### src/rtl/fpu_result_buffer.sv
`default_nettype none
// ============================================================================
// fpu_result_buffer: first-word-fall-through FIFO of FPU {flags,result} with
// end-of-message tracking and sticky detection of results dropped when full.
// Rev 1.0
// ============================================================================
module fpu_result_buffer #(
  parameter int DATA_WIDTH = 32,
  parameter int FLAG_WIDTH = 8,
  parameter int DEPTH      = 8,
  parameter int CNT_WIDTH  = 16
) (
  input  logic                             clk,
  input  logic                             reset,
  input  logic                             in_valid,
  input  logic [DATA_WIDTH-1:0]            in_result,
  input  logic [FLAG_WIDTH-1:0]            in_flags,
  input  logic                             in_eom,
  output logic                             in_ready,
  output logic                             out_valid,
  output logic [FLAG_WIDTH+DATA_WIDTH-1:0] out_data,
  output logic                             out_eom,
  input  logic                             out_ready,
  output logic [$clog2(DEPTH):0]           count,
  output logic [CNT_WIDTH-1:0]             txn_count,
  output logic                             overflow_err,
  output logic                             drained
);

  localparam int AW = $clog2(DEPTH);
  localparam int PW = FLAG_WIDTH + DATA_WIDTH;

  typedef enum logic [1:0] {
    ST_RUN   = 2'd0,
    ST_FLUSH = 2'd1,
    ST_DONE  = 2'd2
  } state_t;

  state_t               state_q, state_d;
  logic [PW:0]          mem_q [DEPTH];
  logic [AW:0]          wr_ptr_q, wr_ptr_d;
  logic [AW:0]          rd_ptr_q, rd_ptr_d;
  logic [CNT_WIDTH-1:0] txn_q, txn_d;
  logic                 ovf_q, ovf_d;
  logic                 empty, full, push, pop;
  logic [PW:0]          head;

  // Extra pointer MSB distinguishes full from empty when the indices match.
  assign empty     = (wr_ptr_q == rd_ptr_q);
  assign full      = (wr_ptr_q[AW] != rd_ptr_q[AW]) &&
                     (wr_ptr_q[AW-1:0] == rd_ptr_q[AW-1:0]);
  assign head      = mem_q[rd_ptr_q[AW-1:0]];

  assign in_ready     = reset && (state_q == ST_RUN) && !full;
  assign out_valid    = !empty;
  assign out_data     = empty ? '0 : head[PW-1:0];
  assign out_eom      = !empty && head[PW];
  assign push         = in_valid && in_ready;
  assign pop          = out_valid && out_ready;
  assign count        = wr_ptr_q - rd_ptr_q;
  assign txn_count    = txn_q;
  assign overflow_err = ovf_q;
  assign drained      = (state_q == ST_DONE);

  always_comb begin
    state_d  = state_q;
    wr_ptr_d = wr_ptr_q + {{AW{1'b0}}, push};
    rd_ptr_d = rd_ptr_q + {{AW{1'b0}}, pop};
    txn_d    = txn_q + {{(CNT_WIDTH-1){1'b0}}, pop};
    ovf_d    = ovf_q | (in_valid && !in_ready);
    case (state_q)
      ST_RUN:   if (push && in_eom) state_d = ST_FLUSH;
      ST_FLUSH: if (pop && out_eom) state_d = ST_DONE;
      ST_DONE:  state_d = ST_DONE;
      default:  state_d = ST_RUN;
    endcase
  end

  always_ff @(posedge clk) begin
    if (!reset) begin
      state_q  <= ST_RUN;
      wr_ptr_q <= '0;
      rd_ptr_q <= '0;
      txn_q    <= '0;
      ovf_q    <= 1'b0;
    end else begin
      state_q  <= state_d;
      wr_ptr_q <= wr_ptr_d;
      rd_ptr_q <= rd_ptr_d;
      txn_q    <= txn_d;
      ovf_q    <= ovf_d;
    end
  end

  // Storage needs no reset: its contents are only visible while non-empty.
  always_ff @(posedge clk) begin
    if (push) mem_q[wr_ptr_q[AW-1:0]] <= {in_eom, in_flags, in_result};
  end

endmodule
`default_nettype wire

### config.mk
export PLATFORM = sky130hd
export DESIGN_NAME = fpu_result_buffer
export DESIGN_NICKNAME = d
export VERILOG_FILES = /design/src/rtl/fpu_result_buffer.sv
export SDC_FILE = /design/constraint.sdc
export NUM_CORES = 1
export LEC_CHECK = 0
export BUFFER_PORTS_ARGS = -buffer_cell sky130_fd_sc_hd__buf_2
export CAP_MARGIN = 25
export CORE_ASPECT_RATIO = 1.25
export CORE_MARGIN = 2
export CORE_UTILIZATION = 54
export CTS_CLUSTER_DIAMETER = 40
export DETAILED_ROUTE_END_ITERATION = 8
export PLACE_DENSITY = 0.76
export SYNTH_ARGS = -nofsm -noshare
export SYNTH_HDL_FRONTEND = slang
export SYNTH_SLANG_ARGS = --single-unit
### constraint.sdc
create_clock -name clk -period 4.73 [get_ports clk]
set_input_delay 0.473 -clock clk [delete_from_list [all_inputs] [get_ports clk]]
set_output_delay 0.473 -clock clk [all_outputs]
set_load 0.005 [all_outputs]
==> impl_metrics.env <==
export IMPL_fin_area_sq_um=16200
export IMPL_max_cap_violations=0
export IMPL_status="complete, no violations"
export IMPL_arrival_ns=3.05
export IMPL_root_buffer="clkbuf_16"
export IMPL_drive_gt1_share_pct=32.0
export IMPL_crit_cells=5
export IMPL_routabilityCongestion=0.792
export IMPL_final_hold_viol_count=0
export IMPL_multi_input_area_sq_um=3280
export IMPL_fin_nets=917
export IMPL_die_area_sq_um=26900
export IMPL_cp_end_kind="output pin"
export IMPL_numCtsBuffers=39
export IMPL_synth_area_per_cell_sq_um=19.0
export IMPL_p_int_mw=5.94
export IMPL_fin_crit_ns=3.53
export IMPL_synth_top_area_cell="edfxtp_1"
export IMPL_p_leak_nw=5.49
export IMPL_cp_slowest_cell="buf_4"
export IMPL_syn_area_sq_um=13800
export IMPL_p_switching_mw=1.93
export IMPL_start_util_pct=54.8
export IMPL_rsz0062_at_grt="false"
export IMPL_area_growth_pct=17.2
export IMPL_layout_common_cells="edfxtp_1 (328), buf_2 (109), nand2_1 (88), mux4_2 (80)"
export IMPL_final_util_pct=64.3
export IMPL_grtUsageMet3_pct=4.30
export IMPL_rr_worst_depth=8
export IMPL_clock_latency_ns=0.52
export IMPL_rows=65
export IMPL_grt_pass1_wl_um=42200
export IMPL_min_period_over_period_pct=74.5
export IMPL_cts_sinks=355
export IMPL_slew_headroom_pct=39.2
export IMPL_dp_hpwl_um=14900
export IMPL_met1_usage_pct=28.5
export IMPL_yosysWarnings=0
export IMPL_die_y_um=183
export IMPL_io_pins=110
export IMPL_totalWireLength_um=27200
export IMPL_synth_edff_count=328
export IMPL_yosysTopAreaCellShare_pct=71.3
export IMPL_worst_pin_slew_ns=0.912
export IMPL_holdBufCountCts=0
export IMPL_comb_power_share_pct=15.7
export IMPL_path_delay_family="buffers and inverters"
export IMPL_viasPerCell=5.76
export IMPL_worst_endpoint_required_ns=4.26
export IMPL_drc=0
export IMPL_ant_nets=0
export IMPL_htreeDepth=2
export IMPL_finalSetupViolations=0
export IMPL_clockBufferDepth=3
export IMPL_cts_resized=0
export IMPL_grt_pass1_vias=7231
export IMPL_clk_pin_slew_ns=0.06
export IMPL_skew_ns=0.0129
export IMPL_ir_drop_mv=0.313
export IMPL_fill_cells=1691
export IMPL_power_per_cell_area_nw_per_um2=486
export IMPL_cts_setup_buffers=0
export IMPL_drv_slew=0
export IMPL_drt_iter0_drc=624
export IMPL_ys_seq_area_share_pct=75.2
export IMPL_path_max_fanout=46
export IMPL_grt_max_degree=53
export IMPL_crit_chain="buf_4 -> mux2_2 -> o311ai_1 -> nor2_1 -> buf_2"
export IMPL_antenna_found_initial=3
export IMPL_critPathBufInv=2
export IMPL_ys_async_sr_fraction_pct=0
export IMPL_gr_total_overflow=0
export IMPL_layout_commonest_cell="edfxtp_1"
export IMPL_max_freq_mhz=284
export IMPL_power_frac_clock_pct=38.6
export IMPL_synth_area_leaders="edfxtp_1 (71%), mux4_2 (13%), dfxtp_1 (3.9%)"
export IMPL_worst_setup_path_type="flop to output pin"
export IMPL_ys_ff_latch=355
export IMPL_holdCritPathClass="input port to flop"
export IMPL_regArea_sq_um=10400
export IMPL_syn_nets=787
export IMPL_setup_tns_ns=0
export IMPL_holdPathStages=1
export IMPL_synth_cells=728
export IMPL_die_w_um=147
export IMPL_synth_ff_type="edfxtp_1"
export IMPL_r2r_setup_slack_ns=1.34
export IMPL_port_buffers=109
export IMPL_cts_tree="done"
export IMPL_grt_usage_pct=20.8
export IMPL_wl_per_cell_um=22.2
export IMPL_p_seq_share_pct=45.7
export IMPL_vias=7058
export IMPL_top_usage_layer="met2"
export IMPL_core_sq_um=25200
export IMPL_p_sw_share_pct=24.5
export IMPL_use_met2_pct=33.9
export IMPL_dpl_instance_area_sq_um=14900
export IMPL_synth_cell_types=35
export IMPL_cpPeakStageDelay_ns=0.78
export IMPL_cp_start_kind="flop"
export IMPL_drt_pass1_iterations=5
export IMPL_totalPowerFinal_mw=7.87
==> synth_stat cells, types with 2 or more instances <==
master    count
a21boi_0      2
a21oi_1      41
and2_1       25
and3_1        2
buf_2         9
buf_4         9
clkbuf_1     18
dfxtp_1      27
edfxtp_1    328
ha_1         13
inv_1        11
mux2i_1       5
mux4_2       80
nand2_1      88
nand2b_1      2
nand3_1      14
nand4_1       4
nor2_1       10
nor2b_1       2
nor3_1        5
xnor2_1      12
xor2_1        8
==> per-stage QoR <==
stage | setup WS (ns) | std cells | hold slack, ns
finish | 1.20 | 1225 | 0.218
global route | 0.922 | 1223 | 0.212
CTS | 1.12 | 1222 | 0.197
detailed placement | 1.35 | 1152 | 0.475
global placement | 1.45 | 1152 | 0.465
floorplan | 0.582 | 728 | 0.451
==> final timing paths <==
path | startpoint | end
max | rd_ptr_q[0]$_SDFF_PN0_ | out_eom
min | in_result[5] | mem_q[5][5]$_DFFE_PP_
max reg2reg | rd_ptr_q[1]$_SDFF_PN0_ | mem_q[7][13]$_DFFE_PP_
min reg2reg | state_q[1]$_SDFFE_PN0P_ | state_q[1]$_SDFFE_PN0P_
==> final cells by class <==
class	instances	area share, %
Inverter	12	0.278
Tap cell	335	2.59
Clock buffer	45	6.42
Sequential cell	355	64.2
Clock inverter	25	1.74
Multi-Input combinational cell	325	20.3
Antenna cell	3	0.0463
Timing Repair Buffer	125	4.49
==> logic make-up after synthesis <==
family / after synthesis / synth area share, %
AOI/OAI and AO/OA: 49 / 2.00
xor gates and xnor gates: 20 / 1.27
adders and majority gates: 14 / 1.32
buffers and inverters: 48 / 1.63
DFF: 355 / 75.2
muxes: 86 / 13.5
and+or+nand+nor: 156 / 5.13
==> registers in the layout, indices dropped and copies added (netlist names) <==
signal,count
rd_ptr_q,4
mem_q,328
overflow_err,1
state_q,2
txn_count,16
wr_ptr_q,4
==> metal layers <==
layer  wire (um)  vias to the layer above
met2       13600                      280
li1            -                     3132
met3        1900                       59
met4         710                        0
met5           0                        -
met1       11000                     3587
==> worst reg2reg max path, delay by kind of cell (launching register included) <==
family	cells	cell delay, ns
fa+ha+maj	1	0.32
buf+inv	2	0.40
flops	1	0.71
simple gates	5	1.64
==> power by group through the flow <==
stage	logic, mW	registers [mW]	clock network [mW]
floorplan	0.859	3.61	0
finish	1.24	3.59	3.04
CTS	1.26	3.60	3.08
detailed placement	1.25	3.66	0
global placement	1.24	3.66	0
global route	1.35	3.61	3.20
Note: power is estimated with default switching activity, not from simulation.
